==> src/rtl/serial_adder_if.sv <==
// Bus for the bit-serial adder: the operand request and the result outputs.
// The master raises start with A/B/Cin valid. The slave accepts it only on an edge where busy=0 and done=0 (IDLE).
// done marks a new Sum/Cout for one cycle. Sum and Cout then hold until the next done.
interface serial_adder_if #(
  parameter int WIDTH = 8
);
  logic             start;
  logic [WIDTH-1:0] A;
  logic [WIDTH-1:0] B;
  logic             Cin;
  logic             busy;
  logic             done;
  logic [WIDTH-1:0] Sum;
  logic             Cout;

  modport master (
    output start, A, B, Cin,
    input  busy, done, Sum, Cout
  );

  modport slave (
    input  start, A, B, Cin,
    output busy, done, Sum, Cout
  );
endinterface

==> src/rtl/serial_adder.sv <==
// Bit-serial WIDTH-bit adder: one full-adder cell, LSB first, with the carry held in a flop.
// The result is published with a one-cycle done pulse after WIDTH shift cycles.
module serial_adder #(
  parameter int WIDTH = 8
) (
  input  logic             clk,
  input  logic             rst,
  serial_adder_if.slave    bus,
  output logic [1:0]       state_dbg
);
  localparam int CW = $clog2(WIDTH) + 1;

  typedef enum logic [1:0] {
    S_IDLE  = 2'd0,
    S_SHIFT = 2'd1,
    S_DONE  = 2'd2
  } state_t;

  state_t           state_q, state_d;
  logic [WIDTH-1:0] a_q, a_d;
  logic [WIDTH-1:0] b_q, b_d;
  logic [WIDTH-1:0] res_q, res_d;
  logic [WIDTH-1:0] sum_q, sum_d;
  logic             carry_q, carry_d;
  logic             cout_q, cout_d;
  logic [CW-1:0]    cnt_q, cnt_d;
  logic             cell_s;
  logic             cell_ca;

  // Full-adder cell on the operand LSBs and the carry flop.
  assign cell_s  = a_q[0] ^ b_q[0] ^ carry_q;
  assign cell_ca = (a_q[0] & b_q[0]) | (carry_q & (a_q[0] ^ b_q[0]));

  always_comb begin
    state_d = state_q;
    a_d     = a_q;
    b_d     = b_q;
    res_d   = res_q;
    sum_d   = sum_q;
    carry_d = carry_q;
    cout_d  = cout_q;
    cnt_d   = cnt_q;
    unique case (state_q)
      S_IDLE: begin
        if (bus.start) begin
          a_d     = bus.A;
          b_d     = bus.B;
          carry_d = bus.Cin;
          cnt_d   = '0;
          state_d = S_SHIFT;
        end
      end
      S_SHIFT: begin
        res_d   = {cell_s, res_q[WIDTH-1:1]};
        a_d     = {1'b0, a_q[WIDTH-1:1]};
        b_d     = {1'b0, b_q[WIDTH-1:1]};
        carry_d = cell_ca;
        cnt_d   = cnt_q + 1'b1;
        // Final bit: publish the completed word, never a partial one.
        if (cnt_q == CW'(WIDTH - 1)) begin
          sum_d   = {cell_s, res_q[WIDTH-1:1]};
          cout_d  = cell_ca;
          state_d = S_DONE;
        end
      end
      S_DONE:  state_d = S_IDLE;
      default: state_d = S_IDLE;
    endcase
  end

  always_ff @(posedge clk or posedge rst) begin
    if (rst) begin
      state_q <= S_IDLE;
      a_q     <= '0;
      b_q     <= '0;
      res_q   <= '0;
      sum_q   <= '0;
      carry_q <= 1'b0;
      cout_q  <= 1'b0;
      cnt_q   <= '0;
    end else begin
      state_q <= state_d;
      a_q     <= a_d;
      b_q     <= b_d;
      res_q   <= res_d;
      sum_q   <= sum_d;
      carry_q <= carry_d;
      cout_q  <= cout_d;
      cnt_q   <= cnt_d;
    end
  end

  assign bus.busy  = (state_q == S_SHIFT);
  assign bus.done  = (state_q == S_DONE);
  assign bus.Sum   = sum_q;
  assign bus.Cout  = cout_q;
  assign state_dbg = state_q;
endmodule
==> src/flat_wrapper.sv <==
// flat-port wrapper written by rule: the top's interface ports become plain ports
module serial_adder_flat 
#(
  parameter int WIDTH = 8
)
  (clk, rst, state_dbg, bus_start, bus_A, bus_B, bus_Cin, bus_busy, bus_done, bus_Sum, bus_Cout);
  serial_adder_if #(.WIDTH(WIDTH)) bus_i ();
  input  logic clk;
  input  logic rst;
  output logic [1:0] state_dbg;
  input wire logic [$bits(bus_i.start)-1:0] bus_start;
  input wire logic [$bits(bus_i.A)-1:0] bus_A;
  input wire logic [$bits(bus_i.B)-1:0] bus_B;
  input wire logic [$bits(bus_i.Cin)-1:0] bus_Cin;
  output wire logic [$bits(bus_i.busy)-1:0] bus_busy;
  output wire logic [$bits(bus_i.done)-1:0] bus_done;
  output wire logic [$bits(bus_i.Sum)-1:0] bus_Sum;
  output wire logic [$bits(bus_i.Cout)-1:0] bus_Cout;
  assign bus_i.start = bus_start;
  assign bus_i.A = bus_A;
  assign bus_i.B = bus_B;
  assign bus_i.Cin = bus_Cin;
  assign bus_busy = bus_i.busy;
  assign bus_done = bus_i.done;
  assign bus_Sum = bus_i.Sum;
  assign bus_Cout = bus_i.Cout;
  serial_adder #(.WIDTH(WIDTH)) u_core (.clk(clk), .rst(rst), .bus(bus_i), .state_dbg(state_dbg));
endmodule
==> config.mk <==
export PLATFORM = sky130hd
export DESIGN_NAME = serial_adder_flat
export DESIGN_NICKNAME = d
export VERILOG_FILES = /design/src/rtl/serial_adder_if.sv /design/src/rtl/serial_adder.sv /design/src/flat_wrapper.sv
export SDC_FILE = /design/constraint.sdc
export NUM_CORES = 1
export LEC_CHECK = 0
export BUFFER_PORTS_ARGS = -buffer_cell sky130_fd_sc_hd__buf_2
export CORE_UTILIZATION = 30
export CTS_CLUSTER_DIAMETER = 120
export CTS_CLUSTER_SIZE = 20
export DETAILED_ROUTE_END_ITERATION = 8
export GPL_TIMING_DRIVEN = 0
export SYNTH_ARGS = -nofsm -noshare
export SYNTH_HDL_FRONTEND = slang
export SYNTH_SLANG_ARGS = --single-unit
==> constraint.sdc <==
create_clock -name clk -period 1.52 [get_ports clk]
set_input_delay 0.152 -clock clk [delete_from_list [all_inputs] [get_ports clk]]
set_output_delay 0.152 -clock clk [all_outputs]
set_load 0.005 [all_outputs]
Word level (Yosys, flattened, before mapping)
Index checks and enable logic that the tools add are counted.

Bitwise logic cells: 5. Add/sub/neg operators: 1. Reduce and logical (&&, ||, !) cells: 5. Eq/ne operators: 5. Muxes and demuxes: 11.

Operators by type and width (number): $pmux 8 s2 (2); $mux 8 (2); $pmux 4 s2 (1); $reduce_and 2->1 (3); $add 4x1->4 const B (1); $eq 4x3->1 const B (1); $mux 2 (2); $mux 4 (1); $pmux 2 s2 (1); $and 1x1->1 (2); $eq 2x1->1 const B (1); $eq 2x2->1 const B (1); $logic_not 2->1 (1); $ne 2x1->1 const B (1); $ne 2x2->1 const B (1); $pmux 1 s2 (1); $reduce_bool 2->1 (1); $xor 1x1->1 (2); $mux 1 (1); $or 1x1->1 (1).

Register bits after elaboration: 40. Word-level logic and storage cells: 35. Output and inout port bits: 13. Input bits: 20.

Depth between registers and ports, before layout
Depth after elaboration: 4. Gate-level depth with buffers: 5. Depth with buffers taken out: 4.

Worst setup path before layout
Ideal clock, no wire load.

Kind: register -> register. Start: register u_core.cnt_q[0]. End: register u_core.cout_q, in the netlist u_core.bus.Cout. Path buffers: 1. Library setup time: 0.125 ns. Period minus slack after synthesis: 1.403 ns. Setup slack: 0.117 ns. Stages on the path, launching flop included: 6. Data required time: 1.395 ns. Arrival: 1.278 ns. Cell sequence: dfrtp_1 ha_1 nand2_1 nor3b_2 buf_6 mux2_2.

Longest elaborated chain between the ends: 2.

RTL lines: from (decl) (line serial_adder.sv:26) `logic [CW-1:0] cnt_q, cnt_d;`; from (signal assigned) (line serial_adder.sv:89) `cnt_q <= cnt_d;`; $eq 4x3->1 (line serial_adder.sv:60) `if (cnt_q == CW'(WIDTH - 1)) begin`; $reduce_and 2->1 (no source line); to (signal assigned) (line serial_adder.sv:88) `cout_q <= cout_d;`; to (decl) (line serial_adder.sv:25) `logic cout_q, cout_d;`.

No other way between the ends. A chain may end at the register's enable or synchronous reset.

Worst setup path in the final report
Start: register u_core.cnt_q[0]. End: register u_core.sum_q[3], in the netlist u_core.bus.Sum[3].

Longest elaborated chain between the ends: 2.

RTL lines: $eq 4x3->1 (line serial_adder.sv:60); $reduce_and 2->1 (no source line); to (signal assigned) (line serial_adder.sv:86) `sum_q <= sum_d;`; to (decl) (line serial_adder.sv:23) `logic [WIDTH-1:0] sum_q, sum_d;`.

No other way between the ends.

==> qor.csv <==
metric,value,unit
die area,6110,µm²
share of cells above drive strength 1,39.5,%
most common cell in the netlist,dfrtp_1,
worst setup path class,register to register,
DR iter-0 viols,83,
Synth top area share,56.0,%
WL per Instance,13.4,µm
GPL Wtd Cong,0.768,
"Reg clk slew, reported paths",0.08,ns
Final Non-Filler Cells,267,
total CTS buffers,5,
largest net degree at the start of global routing,40,
cell accounting for the most synthesized area,dfrtp_1,
Via density,4.76,
Rel. slew slack,45.5,%
Max IR drop VDD,0.000458,V
Post-synth top cells,"dfrtp_1, mux2_2, a21oi_1",
area of the core,5540,µm²
GRT Total Usage,12.3,%
post-route cell area,2190,µm²
Clock Path Buffers,2,
Final Hold Vio Count,0,
grt ovf,0,
clk_skew,0.00459,ns
via count,1271,
worst setup margin,0.0303,ns
clock sink count,39,
Setup Viol. Count Final,0,
Final ANT Viol Nets,0,
Layout area overhead,25.6,%
Critical Path Start Type,register,
crit path max fanout,5,
Critical Path RT,1.70,ns
# DRC,0,
Synth Cell Area,1740,µm²
Synth Warn #,0,
Syn Inst Count,149,
worst slew pin tran,0.816,ns
drt pass-1 iters,4,
n_diodes,0,
final wirelength,3.57,mm
row count,27,
post-synth cell types,22,
final core area utilization,39.5,%
crit path capture type,register,
Max Cap Viol,0,
first-pass GRT wire length,5.80,mm
minimum clock period,1.49,ns
placed insts,253,
Post-Syn Area per Cell,11.7,µm²
dpl ws,-0.0422,ns
filler cell count,570,
Post-Syn Nets,171,
vias in the first global route,1205,
RSZ-0062 raised after global routing,yes,
IO Count,33,
port bufs,32,
Synth area leaders,"dfrtp_1, mux2_2, and3b_1",
Die X,78.2,µm
Post-synth EDFFs,0,
Tcrit/Tclk final,98.0,%
Critical Path AT,1.67,ns
Seq cells post-synth,39,
H-tree Lvls,2,
most common flop cell mapped by yosys,dfrtp_1,
Worst Hold Class,input port to asynchronous set/reset pin,
overall power,3840,µW
sequential share of the synthesized area,56.0,%
initial antenna violation count,0,
outcome,"complete, no violations",
placed cell area,1990,µm²
Initial Util,31.4,%
ys async rst share,100,%
CTS tree,yes,
static leakage,0.00109,µW
clk_lat worst skew,0.29,ns
hold buffers post-CTS,0,
Max Slew Vio Count,0,
die span in y,78.2,µm
Max Fclk,671,MHz
fin nets,216,
power per standard cell area,1760,nW/µm²
Final HPWL DP,2.36,mm
clock root buffer,clkbuf_8,
==> layout make-up <==
type                       instances  area, µm²  share of cell area, %
inverter                           2       7.51                  0.343
clock buffer                       5       68.8                   3.15
sequential                        39        976                   44.6
multi-input combinational         97        741                   33.9
buffer                            10       63.8                   2.92
timing repair buffer              39        216                   9.90
tap                               72       90.1                   4.12
clock inverter                     3       23.8                   1.09
==> critical path: stages (launching register included) <==
cell and delay (ns):
dfrtp_1 0.36, ha_2 0.20, nand2_2 0.08, nor3b_4 0.25
buf_6 0.17, mux2_4 0.30
==> flip-flops by register name, summed over array words and instances (netlist names) <==
register and count:
u_core.bus.Cout 1, u_core.a_q 8, u_core.b_q 8, u_core.state_dbg 2
u_core.res_q 7, u_core.carry_q 1, u_core.bus.Sum 8, u_core.cnt_q 4
==> where the power goes <==
part | internal (µW) | switching, µW | leakage, µW
clock | 328 | 394 | 0.0000408
combinational | 826 | 596 | 0.000553
sequential | 1440 | 253 | 0.000501
total | 2600 | 1240 | 0.00109
==> routing by layer <==
metal / up-vias / wire [µm] / GRT usage (%)
met4: 0 / 63 / 5.56
li1: 612 / - / -
met5: - / 0 / 0
met2: 27 / 1620 / 19.9
met1: 625 / 1720 / 15.0
met3: 7 / 156 / 3.95
==> placed cells by master (no fill, tap or decap), types with 3 or more instances in the layout <==
master and n:
mux2_4 9, clkbuf_1 3, mux2_2 9, o21ai_0 15, nand2_1 15, buf_4 7
dfrtp_1 39, a21oi_1 17, and3b_1 15, buf_6 3, a22o_1 4, buf_2 35
clkbuf_8 5
==> repair_timing <==
action / 4_1_cts / 5_1_grt
gates cloned: 1 / 0
setup buffers: 2 / 4
resized for setup: 6 / 11
pin swaps: 1 / 1
setup endpoints to repair: 11 / 11
==> cells by family after synthesis <==
logic type	synth area share (%)
mux	11.6
flops	56.0
buf+inv	4.02
simple gates	14.4
fa+ha+maj	1.87
compound gates	12.1
==> path summary, 6_finish.rpt <==
check,from,endpoint,slack (ns),cells after the start
min reg2reg,u_core.b_q[4]$_DFFE_PP0P_,u_core.b_q[4]$_DFFE_PP0P_,0.49,2
min,rst,u_core.bus.Sum[3]$_DFFE_PP0P_,0.01,2
max in group asynchronous,rst,u_core.cnt_q[2]$_DFFE_PP0P_,0.99,2
max reg2reg,u_core.cnt_q[0]$_DFFE_PP0P_,u_core.bus.Sum[3]$_DFFE_PP0P_,0.03,5
max,u_core.cnt_q[0]$_DFFE_PP0P_,u_core.bus.Sum[3]$_DFFE_PP0P_,0.03,5
min in group clk,bus_A[7],u_core.a_q[7]$_DFFE_PP0P_,0.07,2
==> per-stage QoR <==
step	TNS [ns]	hold slack, ns
6_report	0	0.00997
3_5_place_dp	-0.288	0.363
5_1_grt	-0.0911	0.0619
2_1_floorplan	0	0.285
3_3_place_gp	-2.53	0.377
4_1_cts	-0.0539	0.0346
Power figures use the tool's default switching activity.
